## src/rtl/approx_err_monitor.sv

```systemverilog
// Error-statistics stage behind the approximate radix-4 Booth multiplier: sums, maxes and counts |p_approx - x*y| over 2^LOG_N samples.
// Optional macro ERR_SIGNED_SUM_EN adds a signed error accumulator (sum_err) for bias measurement.
module approx_err_monitor #(
  parameter int WL    = 8,
  parameter int LOG_N = 8
) (
  input  logic                      clk,
  input  logic                      rst_n,
  input  logic                      start,
  output logic                      busy,
  input  logic                      in_valid,
  output logic                      in_ready,
  input  logic [WL-1:0]             x,
  input  logic [WL-1:0]             y,
  input  logic [2*WL-1:0]           p_approx,
  output logic                      res_valid,
  input  logic                      res_ready,
  output logic [2*WL+LOG_N:0]       sum_abs_err,
  output logic [2*WL:0]             max_abs_err,
`ifdef ERR_SIGNED_SUM_EN
  output logic signed [2*WL+LOG_N:0] sum_err,
`endif
  output logic [LOG_N:0]            err_count
);

  localparam int PW    = 2 * WL;
  localparam int ERR_W = PW + 1;
  localparam int SUM_W = ERR_W + LOG_N;
  localparam int CNT_W = LOG_N + 1;
  localparam logic [CNT_W-1:0] LAST_IDX = CNT_W'((1 << LOG_N) - 1);

  typedef enum logic [1:0] {
    S_IDLE   = 2'd0,
    S_RUN    = 2'd1,
    S_REPORT = 2'd2
  } state_t;

  state_t             r_state;
  logic               r_busy;
  logic               r_in_ready;
  logic               r_res_valid;
  logic [CNT_W-1:0]   r_cnt;
  logic [SUM_W-1:0]   r_sum;
  logic [ERR_W-1:0]   r_max;
  logic [CNT_W-1:0]   r_errcnt;
`ifdef ERR_SIGNED_SUM_EN
  logic [SUM_W-1:0]   r_serr;
`endif

  logic signed [PW-1:0] w_xe;
  logic signed [PW-1:0] w_ye;
  logic [PW-1:0]        w_exact;
  logic [ERR_W-1:0]     w_err;
  logic [ERR_W-1:0]     w_abs;
  logic                 w_nonzero;
  logic                 w_last;

  // Operands are sign-extended so the low PW bits of the product are the exact signed product.
  assign w_xe      = {{WL{x[WL-1]}}, x};
  assign w_ye      = {{WL{y[WL-1]}}, y};
  assign w_exact   = w_xe * w_ye;
  assign w_err     = {p_approx[PW-1], p_approx} - {w_exact[PW-1], w_exact};
  assign w_abs     = w_err[ERR_W-1] ? (~w_err + ERR_W'(1)) : w_err;
  assign w_nonzero = |w_err;
  assign w_last    = (r_cnt == LAST_IDX);

  // Window control and accumulators; every accepted sample updates all statistics on its own edge.
  always_ff @(posedge clk or negedge rst_n) begin
    if (!rst_n) begin
      r_state     <= S_IDLE;
      r_busy      <= 1'b0;
      r_in_ready  <= 1'b0;
      r_res_valid <= 1'b0;
      r_cnt       <= '0;
      r_sum       <= '0;
      r_max       <= '0;
      r_errcnt    <= '0;
`ifdef ERR_SIGNED_SUM_EN
      r_serr      <= '0;
`endif
    end else begin
      case (r_state)
        S_IDLE: begin
          if (start) begin
            r_state    <= S_RUN;
            r_busy     <= 1'b1;
            r_in_ready <= 1'b1;
            r_cnt      <= '0;
            r_sum      <= '0;
            r_max      <= '0;
            r_errcnt   <= '0;
`ifdef ERR_SIGNED_SUM_EN
            r_serr     <= '0;
`endif
          end
        end
        S_RUN: begin
          if (in_valid) begin
            r_cnt    <= r_cnt + CNT_W'(1);
            r_sum    <= r_sum + {{LOG_N{1'b0}}, w_abs};
            r_errcnt <= r_errcnt + {{LOG_N{1'b0}}, w_nonzero};
            if (w_abs > r_max) begin
              r_max <= w_abs;
            end
`ifdef ERR_SIGNED_SUM_EN
            r_serr   <= r_serr + {{LOG_N{w_err[ERR_W-1]}}, w_err};
`endif
            if (w_last) begin
              r_state     <= S_REPORT;
              r_in_ready  <= 1'b0;
              r_res_valid <= 1'b1;
            end
          end
        end
        S_REPORT: begin
          if (res_ready) begin
            r_state     <= S_IDLE;
            r_busy      <= 1'b0;
            r_res_valid <= 1'b0;
          end
        end
        default: begin
          r_state     <= S_IDLE;
          r_busy      <= 1'b0;
          r_in_ready  <= 1'b0;
          r_res_valid <= 1'b0;
        end
      endcase
    end
  end

  assign busy        = r_busy;
  assign in_ready    = r_in_ready;
  assign res_valid   = r_res_valid;
  assign sum_abs_err = r_sum;
  assign max_abs_err = r_max;
  assign err_count   = r_errcnt;
`ifdef ERR_SIGNED_SUM_EN
  assign sum_err     = $signed(r_serr);
`endif

endmodule

```

## config.mk

```make
export PLATFORM = sky130hd
export DESIGN_NAME = approx_err_monitor
export DESIGN_NICKNAME = d
export VERILOG_FILES = /design/src/rtl/approx_err_monitor.sv
export SDC_FILE = /design/constraint.sdc
export NUM_CORES = 1
export LEC_CHECK = 0
export ABC_AREA = 0
export CAP_MARGIN = 20
export CORE_ASPECT_RATIO = 0.5
export CORE_MARGIN = 5
export CORE_UTILIZATION = 47
export CTS_CLUSTER_DIAMETER = 60
export CTS_CLUSTER_SIZE = 28
export DETAILED_ROUTE_END_ITERATION = 8
export GPL_ROUTABILITY_DRIVEN = 0
export HOLD_SLACK_MARGIN = 0.03
export PLACE_DENSITY = 0.8
export SLEW_MARGIN = 15
export SYNTH_ARGS = -nofsm -noshare
export SYNTH_HDL_FRONTEND = slang
export SYNTH_SLANG_ARGS = --single-unit
```

## constraint.sdc

```tcl
create_clock -name clk -period 3.6 [get_ports clk]
set_input_delay 1.08 -clock clk [delete_from_list [all_inputs] [get_ports clk]]
set_output_delay 1.08 -clock clk [all_outputs]
set_load 0.02 [all_outputs]
```

Word level (Yosys, flattened, before mapping)
Cells that the tools add are included.
{"block": "classes", "n_mux": 27, "n_addsub": 5, "n_mul": 1, "order_cmp": 1, "bitwise_logic": 4, "n_eq_ne": 8, "reduce_logical": 9}
{"operator": "$mux W17", "n": 4}
{"operator": "$mux W25", "n": 2}
{"operator": "$pmux W25 S2", "n": 1}
{"operator": "$pmux W9 S2", "n": 2}
{"operator": "$pmux W17 S2", "n": 1}
{"operator": "$mux W9", "n": 3}
{"operator": "$add A25 B17 Y25", "n": 1}
{"operator": "$add A17 B1 Y17 const B", "n": 1}
{"operator": "$gt A17 B17 Y1", "n": 1}
{"operator": "$not A17 Y17", "n": 1}
{"operator": "$reduce_or A17 Y1", "n": 1}
{"operator": "$sub A16 B16 Y17", "n": 1}
{"operator": "$mul A8 B8 Y16", "n": 1}
{"operator": "$reduce_and A4 Y1", "n": 4}
{"operator": "$ne A2 B2 Y1 const B", "n": 5}
{"operator": "$add A9 B1 Y9", "n": 1}
{"operator": "$add A9 B1 Y9 const B", "n": 1}
{"operator": "$eq A9 B8 Y1 const B", "n": 1}
{"operator": "$pmux W1 S3", "n": 3}
{"operator": "$mux W2", "n": 4}
{"operator": "$mux W1", "n": 6}
{"operator": "$pmux W2 S3", "n": 1}
{"operator": "$reduce_and A3 Y1", "n": 2}
{"operator": "$not A1 Y1", "n": 3}
{"operator": "4 further kinds", "n": 4}
{"block": "word_totals", "out_inout_bits": 54, "word_cells": 63, "in_bits": 37, "register_bits": 65}

Logic depth before layout (Yosys ltp)
Gate-level depths: netlist of run 1.
{"block": "depth", "depth_word": 9, "mapped_depth": 34, "ltp_nobuf": 29}

Worst setup path before layout of run 1
Ideal clock, no wire load.
{"block": "synth_path", "path_kind": "in2reg", "from": "in y[0]", "to": "reg r_sum[18] (netlist: sum_abs_err[18])", "n_path_buf": 3, "setup_ns": 0.132, "slack_ns": -4.651, "cell_stages": 31, "t_required_ns": 3.468, "arrival_time_ns": 8.119, "cell_sequence": "buf_2 nand2_1 inv_1 fa_1 inv_1 fa_1 inv_1 fa_1 inv_1 fa_1 inv_1 fa_1 inv_1 ha_1 buf_1 o21ai_0 a31o_2 a21oi_1 xnor2_2 clkbuf_8 o21ai_0 fa_1 a21oi_1 o21bai_1 a2111oi_0 o211ai_1 a21o_1 a31oi_1 nor2_1 xnor2_1 nor2_1"}
{"block": "synth_via", "elab_chain_len": 8}
{"element": "start, declared", "line_no": "14", "source": "input logic [WL-1:0] y,"}
{"element": "$mul A8 B8 Y16 (*)", "line_no": "61", "source": "assign w_exact = w_xe * w_ye;"}
{"element": "$sub A16 B16 Y17 (*)", "line_no": "62", "source": "assign w_err = {p_approx[PW-1], p_approx} - {w_exact[PW-1], w_exact};"}
{"element": "$not A17 Y17", "line_no": "63", "source": "assign w_abs = w_err[ERR_W-1] ? (~w_err + ERR_W'(1)) : w_err;"}
{"element": "$add A17 B1 Y17", "line_no": "63"}
{"element": "$mux W17 (*)", "line_no": "63"}
{"element": "$add A25 B17 Y25 (*)", "line_no": "100", "source": "r_sum <= r_sum + {{LOG_N{1'b0}}, w_abs};"}
{"element": "$mux W25 (*)", "line_no": "98", "source": "if (in_valid) begin"}
{"element": "$pmux W25 S2 (*)", "line_no": "82", "source": "case (r_state)"}
{"element": "end signal, assigned", "line_no": "100"}
{"element": "end, declared", "line_no": "43", "source": "logic [SUM_W-1:0] r_sum;"}
Every way passes the cells marked *; elsewhere a longest branch is shown, timed or not. The select of a mux whose other input is x is not followed.
A chain may end at the register's enable or synchronous reset.

Worst setup path in the final report of run 1
{"block": "layout_path", "from": "in x[7]", "to": "reg r_max[6] (netlist: max_abs_err[6])"}
{"block": "layout_via", "elab_chain_len": 8, "elab_cells_between_ends": 11, "classes_between": "2 x add/sub; 1 x mul; 1 x order compare; 1 x eq/ne; 4 x mux; 1 x bitwise; 1 x reduce/logical"}
{"element": "start, declared", "line_no": "13", "source": "input logic [WL-1:0] x,"}
{"element": "$mul A8 B8 Y16 (*)", "line_no": "61"}
{"element": "$sub A16 B16 Y17 (*)", "line_no": "62"}
{"element": "$not A17 Y17", "line_no": "63"}
{"element": "$add A17 B1 Y17", "line_no": "63"}
{"element": "$mux W17 (*)", "line_no": "63"}
{"element": "$gt A17 B17 Y1", "line_no": "102", "source": "if (w_abs > r_max) begin"}
{"element": "$ne A2 B2 Y1 (no line)"}
{"element": "$reduce_and A4 Y1 (no line)"}
{"element": "end signal, assigned", "line_no": "103", "source": "r_max <= w_abs;"}
{"element": "end, declared", "line_no": "44", "source": "logic [ERR_W-1:0] r_max;"}
Marked as above.

==> impl_metrics.yaml, run 1 <==
outcome:
  outcome: "finished, violations left"
  violations: "negative setup slack"
logic_synthesis:
  synth_compound_area_share_pct: 15.12
  synth_adder_area_share_pct: 29.91
  synth_ff_type: "dfrtp_1"
  yosys-mux-area-fraction_pct: 0.5545
  avgSynthCellArea_um2: 8.839
  yosysSeqAreaShare_pct: 21.20
  synth-simple-area-share_pct: 17.55
  yosys.area_share.xor_xnor_pct: 7.371
  synth_top_area_share_pct: 21.20
  synth_area_leaders: "dfrtp_1, fa_1, ha_1"
  synth-edff-count: 0
  yosysWarnings: 0
  synth-async-reset-ratio_pct: 100.0
  syn_nets: 1048
  synth.largest_area_cell: "dfrtp_1"
  synth_cells: 868
  synth_top_family_by_area: "adder cells"
  ys_seq_elements: 65
  synth_area_mm2: 0.007672
  synth_cell_types: 71
floorplanning:
  die_w_um: 190.7
  placementRows: 33
  io_pins: 91
  dieArea_mm2: 0.01913
  initial_core_util_pct: 47.40
  dieHeight_um: 100.3
  coreArea_mm2: 0.01619
timing:
  min_period_ps: 7902
  drv_slew: 0
  finalSetupTns_ps: -193920
  fin_skew_ps: 7.097
  setup_violations: 50
  period_share_pct: 219.5
  worstMarginPinSlew_ps: 826.6
  slew_headroom_pct: 44.89
  rsz0062_at_grt: "true"
  setup_ws_ps: -4302
  hold_viol: 0
  fmax_ghz: 0.1266
clock_tree:
  ctsRootBufferMaster: "clkbuf_16"
  clkLatencyLatePin_ps: 330
  clockBufferDepth: 2
  htreeDepth: 3
  clkSlewWorstSetupHoldPaths_ps: 50
  cts_sinks: 65
  tritoncts: "yes"
  cts-buffers-inserted: 9
critical_path:
  critPathMostFrequentCell: "fa_1"
  cp.arrival_ps: 8110
  worstSetupPathType: "input port to flop"
  cp.required_ps: 3810
  end_kind: "flop"
  crit_slowest_cell: "a2111o_1"
  slowest_delay_ps: 530
  worstSetupStartpointType: "input port"
  crit_path_max_fanout: 8
global_routing:
  grt_pass1_vias: 8091
  antenna_found_initial: 0
  grt.total_usage_pct: 23.64
  overflow: 0
  grt_max_degree: 36
  grt_pass1_wl_um: 37290
drt:
  antenna_left: 0
  wl_per_cell_um: 16.15
  drcViolationCount: 0
  vias_per_cell: 5.331
  vias: 7469
  dr.pass1.iters: 5
  routed_wl_um: 22620
  dr.first_iter.drc_count: 260
place:
  hpwl_um: 16500
  dp_cells: 1343
  io_buffers: 90
cells_and_area:
  multiInputGateArea_mm2: 0.006261
  final-seq-area_mm2: 0.001627
  syn_to_final_growth_pct: 51.81
  nFillCells: 1094
  fin_cells: 1401
  antenna_cells: 0
  layout.nets: 1350
  drive_gt1_share_pct: 33.82
flow_run:
  maxCapViolCount: 0
min_path:
  min_path_type: "flop to flop"
logic make-up (layout without fill, tap and decap cells):
| kind of cell | Yosys count | in the layout |
|---|---|---|
| and+or+nand+nor | 269 | 269 |
| AOI/OAI and AO/OA | 168 | 168 |
| buffers and inverters | 156 | 462 |
| adders and majority gates | 144 | 144 |
| DFF | 65 | 65 |
| xor gates and xnor gates | 62 | 62 |
| muxes | 4 | 4 |
area by class of cell:
| class | instances | area share [%] |
|---|---|---|
| clock inverters | 3 | 0.3438 |
| repair buffers | 309 | 22.81 |
| well taps | 227 | 2.439 |
| clock buffers | 12 | 2.202 |
| inverters | 138 | 4.490 |
| flip-flops and latches | 65 | 13.97 |
| multi-input cells | 647 | 53.75 |
cells in the mapped netlist, drive strengths merged, types with 6 or more instances:
| master | n |
|---|---|
| xnor2 | 31 |
| nand2 | 85 |
| o211ai | 8 |
| a21oi | 39 |
| and2 | 35 |
| o21a | 6 |
| nand2b | 6 |
| nand3 | 16 |
| a21o | 12 |
| o21ai | 40 |
| xor2 | 31 |
| a22o | 21 |
| buf | 6 |
| fa | 66 |
| or3 | 11 |
| nor2 | 55 |
| dfrtp | 65 |
| and3 | 11 |
| clkbuf | 12 |
| nor3 | 8 |
| nand4 | 8 |
| ha | 77 |
| inv | 138 |
| nor2b | 15 |
registers in the layout, indices dropped and copies added (netlist names):
name and cells:
sum_abs_err 25, max_abs_err 17, err_count 9, r_cnt 9, r_state 2, busy 1, in_ready 1, res_valid 1
path summary, 6_finish.rpt:
path | from | endpoint | slack, ps | cells after the start
worst max-delay path | x[7] | max_abs_err[6] | -4300 | 32
worst min-delay path | res_valid | res_valid | 510 | 2
worst max register to register | sum_abs_err[0] | sum_abs_err[24] | 730 | 11
worst min register to register | res_valid | res_valid | 510 | 2
max in group asynchronous | rst_n | err_count[6] | 2110 | 2
min in group asynchronous | rst_n | in_ready | 850 | 1
worst max-delay path: cells and delay by family:
family | cells | cell delay [ps]
buffers and inverters | 8 | 660
adder cells (fa/ha/maj) | 7 | 2920
XOR/XNOR | 2 | 380
AO/OA/AOI/OAI | 9 | 1820
AND/OR/NAND/NOR | 6 | 1240
per-stage QoR:
stage	hold WS [ps]	area (µm²)	setup slack [ps]	utilization [%]
floorplan	476.2	8011	-4190	-
global placement	486.2	10380	-4768	64.12
detailed placement	509.6	10380	-5022	64.12
CTS	517.4	11440	-4069	70.66
global route	534.8	11650	-4521	71.96
finish	510.0	11650	-4302	71.96
placed cells by master, fill, tap and decap left out, types with 9 or more instances in the layout:
| cell | count |
|---|---|
| xnor2_2 | 10 |
| o21ai_1 | 20 |
| a21oi_1 | 22 |
| nor2_2 | 9 |
| or3_1 | 10 |
| clkbuf_16 | 9 |
| fa_1 | 60 |
| a21oi_2 | 14 |
| and3_1 | 9 |
| nor2b_1 | 13 |
| nand3_1 | 14 |
| ha_1 | 58 |
| a21o_1 | 12 |
| buf_4 | 180 |
| a22o_1 | 21 |
| xor2_1 | 28 |
| xnor2_1 | 20 |
| clkdlybuf4s50_1 | 73 |
| inv_2 | 13 |
| dfrtp_1 | 65 |
| inv_1 | 123 |
| nor2_1 | 45 |
| nand2_1 | 71 |
| ha_4 | 19 |
| and2_1 | 30 |
| nand2_2 | 9 |
| o21ai_0 | 11 |
| buf_6 | 37 |
timing repair:
action                                  in CTS  in global routing
resized for setup                          157                 41
endpoints found under the hold margin        0                  0
gates cloned                                 2                  0
pin swaps                                  132                 74
endpoints found under the setup margin      50                 50
setup buffers                               36                 14
hold buffers                                 0                  0
per-layer routing:
metal / vias to the layer above / track usage [%] / wire length [µm]
met5: - / 0 / 0
met4: 0 / 8.715 / 598
met3: 59 / 2.571 / 772
met2: 194 / 45.44 / 11970
met1: 3718 / 27.39 / 9286
li1: 3498 / - / -
Power of run 1 is not shown: default switching activity piles up to over one toggle a cycle in this logic, so the estimate is an artifact.
==> run 2: changes to the inputs <==
PLACE_DENSITY = 0.69   (was 0.8)
==> run 2 against run 1 <==
  * The flow still finishes with violations (negative setup slack)
  * First-iteration DRC count decreased by 8.8%
  * Sequential share of layout area is 0.42 points lower
  * Die area did not move
  * Routed wire length increased by 1.6%
  * Utilization up 2.2 points
  * Setup slack improved by 190 ps
  * Critical path type unchanged
==> impl_metrics.yaml, run 2 (same netlist as run 1, synthesis figures left out) <==
floorplanning:
  placementRows: 33
  dieHeight_um: 100.3
  initial_core_util_pct: 47.40
  die_w_um: 190.7
  coreArea_mm2: 0.01619
  io_pins: 91
  dieArea_mm2: 0.01913
place:
  hpwl_um: 16170
  placed_area_mm2: 0.01038
  io_buffers: 90
  dp_cells: 1345
timing:
  hold_viol: 0
  setup_ws_ps: -4116
  period_share_pct: 214.3
  finalSetupTns_ps: -185470
  drv_slew: 0
  min_period_ps: 7716
  setup_violations: 50
  worstMarginPinSlew_ps: 660.0
  rsz0062_at_grt: "true"
  fin_skew_ps: 7.524
  slew_headroom_pct: 55.84
  fmax_ghz: 0.1296
global_routing:
  grt_max_degree: 26
  overflow: 0
  grt_pass1_vias: 7810
  grt.total_usage_pct: 22.85
  antenna_found_initial: 0
  grt_pass1_wl_um: 35950
drt:
  dr.first_iter.drc_count: 237
  antenna_left: 0
  drcViolationCount: 0
  wl_per_cell_um: 16.28
  dr.pass1.iters: 5
  vias: 7355
  vias_per_cell: 5.209
  routed_wl_um: 22990
cells_and_area:
  layout_common_cells: "buf_4, inv_1, clkdlybuf4s50_1"
  stdcell_area_mm2: 0.01201
  drive_gt1_share_pct: 37.38
  final_common_cell: "buf_4"
  antenna_cells: 0
  syn_to_final_growth_pct: 56.51
  largest_reg_flops: 25
  fin_cells: 1412
  layout.nets: 1361
critical_path:
  r2r_cells: 11
  crit_end: "max_abs_err[0]"
  end_kind: "flop"
  regToRegSetupSlack_ps: 760
  crit_slowest_cell: "or4b_4"
  crit_path_max_fanout: 5
  startpoint: "x[7]"
  cp.required_ps: 3820
  r2r-start: "sum_abs_err[0]"
  worstSetupStartpointType: "input port"
  slowest_delay_ps: 560
  cp.arrival_ps: 7930
  critPathMostFrequentCell: "fa_1"
  r2r_end: "sum_abs_err[12]"
  worstSetupPathType: "input port to flop"
clock_tree:
  htreeDepth: 3
  clkSlewWorstSetupHoldPaths_ps: 50
  tritoncts: "yes"
  ctsRootBufferMaster: "clkbuf_16"
  clkLatencyLatePin_ps: 330
  cts-buffers-inserted: 9
  cts_sinks: 65
  clockBufferDepth: 2
outcome:
  outcome: "finished, violations left"
  violations: "negative setup slack"
min_path:
  min_path_type: "flop to flop"
flow_run:
  maxCapViolCount: 0
==> run 2: cell types whose count changed in the layout (fill, tap and decap cells not counted), sizes merged <==
cell and delta:
buf +13, clkdlybuf4s15 +1, dlygate4sd2 -3
==> run 2: critical path: cells and delay by family <==
family / cells / cell delay (ps)
xor+xnor: 1 / 150
fa+ha+maj: 7 / 2880
compound gates: 11 / 2000
mux: 1 / 310
buf+inv: 9 / 800
simple gates: 3 / 720
==> run 2: final cells by class <==
type,count,area (µm²)
inverters,138,523.0
repair buffers,320,2783
clock inverters,3,40.04
fillers,1141,4178
multi-input cells,647,6495
well taps,227,284.0
clock buffers,12,256.5
flip-flops and latches,65,1627
==> run 2: timing repair <==
item | 4_1_cts | 5_1_grt
setup endpoints to repair | 50 | 50
gates resized for setup | 163 | 97
setup buffers | 42 | 19
gates cloned | 1 | 0
hold buffers | 0 | 0
pin swaps | 107 | 108
==> run 2: metrics by stage <==
step                hold slack [ps]  util [%]  setup WS [ps]
detailed placement            502.1     64.14          -5025
floorplan                     476.2         -          -4190
CTS                           513.9     71.10          -4056
global placement              497.6     64.14          -4851
finish                        510.0     74.19          -4116
global route                  541.6     74.19          -4438
==> run 2: layer usage <==
| layer | GRT usage, % | vias to the layer above | share of wire, % |
|---|---|---|---|
| met2 | 42.30 | 173 | 52 |
| met5 | 0 | - | 0 |
| met1 | 27.86 | 3609 | 42 |
| met3 | 3.336 | 43 | 3.7 |
| li1 | - | 3530 | - |
| met4 | 6.839 | 0 | 1.9 |
==> run 2: worst min-delay path by stage <==
stage,slack (ps),from,depth (start not counted),end
after detailed placement,500,res_valid,2,res_valid
after floorplan,480,r_cnt[8],2,r_cnt[8]
after global routing,540,res_valid,2,res_valid
after CTS,510,res_valid,2,res_valid
final,510,res_valid,2,res_valid
after global placement,500,r_cnt[8],2,r_cnt[8]
Power of run 2 is left out for the same reason.
==> run 3: changes to the inputs <==
RECOVER_POWER = 50   (was default)
REMOVE_ABC_BUFFERS = 1   (was default)
==> run 3 against run 2 <==
  * The run still ends with negative setup slack left
  * Register-to-register slack improved by 100 ps
  * Via count fell by 1.6%
  * Non-clock buffer count shrank 12
  * Design area shrank 4.0%
  * Global-route usage is 0.40 points lower
  * First-iteration DRC count is 17% higher
  * Critical path depth is 1 higher
  * Sequential share of layout area rose by 0.56 points
  * Final cell count down 0.71%
  * Highest routed layer unchanged
==> impl_metrics.yaml, run 3 (same netlist as run 1, synthesis figures left out) <==
cells_and_area:
  nFillCells: 1203
  syn_to_final_growth_pct: 50.29
  layout_common_cells: "buf_4, inv_1, nand2_1"
  final_common_cell: "buf_4"
  layout.nets: 1350
  drive_gt1_share_pct: 33.19
  largest_reg_flops: 25
  antenna_cells: 0
floorplanning:
  initial_core_util_pct: 47.40
  dieArea_mm2: 0.01913
  coreArea_mm2: 0.01619
  placementRows: 33
  dieHeight_um: 100.3
  die_w_um: 190.7
  io_pins: 91
critical_path:
  worstSetupPathType: "input port to flop"
  crit_path_max_fanout: 11
  cp.arrival_ps: 8270
  cp.required_ps: 3820
  cp_top_family: "adder cells"
  slowest_delay_ps: 550
  worst-path-buf-inv: 8
  worstSetupStartpointType: "input port"
  crit_slowest_cell: "fa_1"
  end_kind: "flop"
  critPathMostFrequentCell: "fa_1"
drt:
  dr.pass1.iters: 5
  dr.first_iter.drc_count: 277
  vias_per_cell: 5.161
  wl_per_cell_um: 15.36
  routed_wl_um: 21540
  drcViolationCount: 0
  vias: 7236
  antenna_left: 0
global_routing:
  met1_usage_pct: 28.02
  grt-busiest-layer: "met2"
  grt_pass1_wl_um: 35620
  grt.total_usage_pct: 22.45
  overflow: 0
  gr-usage-met3_pct: 3.405
  grt_max_degree: 47
  grt_pass1_vias: 7590
  grt_use_met2_pct: 41.38
  antenna_found_initial: 0
outcome:
  violations: "negative setup slack"
  outcome: "finished, violations left"
clock_tree:
  clockBufferDepth: 2
  clkSlewWorstSetupHoldPaths_ps: 60
  htreeDepth: 3
  cts_sinks: 65
  tritoncts: "yes"
  clkLatencyLatePin_ps: 330
  ctsRootBufferMaster: "clkbuf_16"
  cts-buffers-inserted: 9
timing:
  setup_ws_ps: -4443
  slew_headroom_pct: 19.29
  fin_skew_ps: 4.749
  period_share_pct: 223.4
  drv_slew: 0
  hold_viol: 0
  fmax_ghz: 0.1243
  worstMarginPinSlew_ps: 1211
  rsz0062_at_grt: "true"
  min_period_ps: 8043
  setup_violations: 50
  finalSetupTns_ps: -197660
min_path:
  min_path_type: "flop to flop"
place:
  io_buffers: 90
  hpwl_um: 15610
flow_run:
  maxCapViolCount: 0
-- run 3: layout make-up --
class | instances | area [µm²] | share of cell area, %
multi-input cells | 648 | 6150 | 53.33
repair buffers | 308 | 2597 | 22.53
flip-flops and latches | 65 | 1627 | 14.11
inverters | 138 | 520.5 | 4.514
well taps | 227 | 284.0 | 2.463
clock buffers | 10 | 239.0 | 2.072
clock inverters | 6 | 113.9 | 0.9874
-- run 3: worst min-delay path: stages (launching register included) --
cell and delay (ps):
dfrtp_1 360, nand2_1 50, o21ai_0 60
-- run 3: stage by stage --
stage | hold WS [ps] | std cells | instance area [µm²] | utilization [%] | setup slack [ps]
global route | 548.4 | 1402 | 11530 | 71.24 | -4753
finish | 511.2 | 1402 | 11530 | 71.24 | -4443
CTS | 515.1 | 1392 | 11200 | 69.20 | -4446
global placement | 487.6 | 1339 | 10020 | 61.94 | -5343
floorplan | 476.2 | 850 | 7553 | - | -4833
detailed placement | 503.0 | 1339 | 10020 | 61.94 | -5440
-- run 3: per-layer routing --
| metal | up-vias | routed length, µm |
|---|---|---|
| met5 | - | 0 |
| met4 | 0 | 415 |
| met3 | 41 | 830 |
| met2 | 139 | 11150 |
| met1 | 3547 | 9144 |
| li1 | 3509 | - |
-- run 3: timing repair --
item / in CTS / in global routing
buffers inserted: 37 / 12
pin swaps: 126 / 62
resized for setup: 185 / 66
hold buffers: 0 / 0
gates cloned: 3 / 0
endpoints found under the setup margin: 50 / 50
-- run 3: path summary, 6_finish.rpt --
kind,startpoint,end,slack [ps],cells after the start
worst min register to register,res_valid,res_valid,510,2
min in group asynchronous,rst_n,res_valid,920,1
max in group asynchronous,rst_n,err_count[0],920,2
worst max-delay path,y[2],max_abs_err[12],-4440,33
worst min-delay path,res_valid,res_valid,510,2
worst max register to register,sum_abs_err[0],sum_abs_err[18],860,13
Power of run 3 is left out for the same reason.
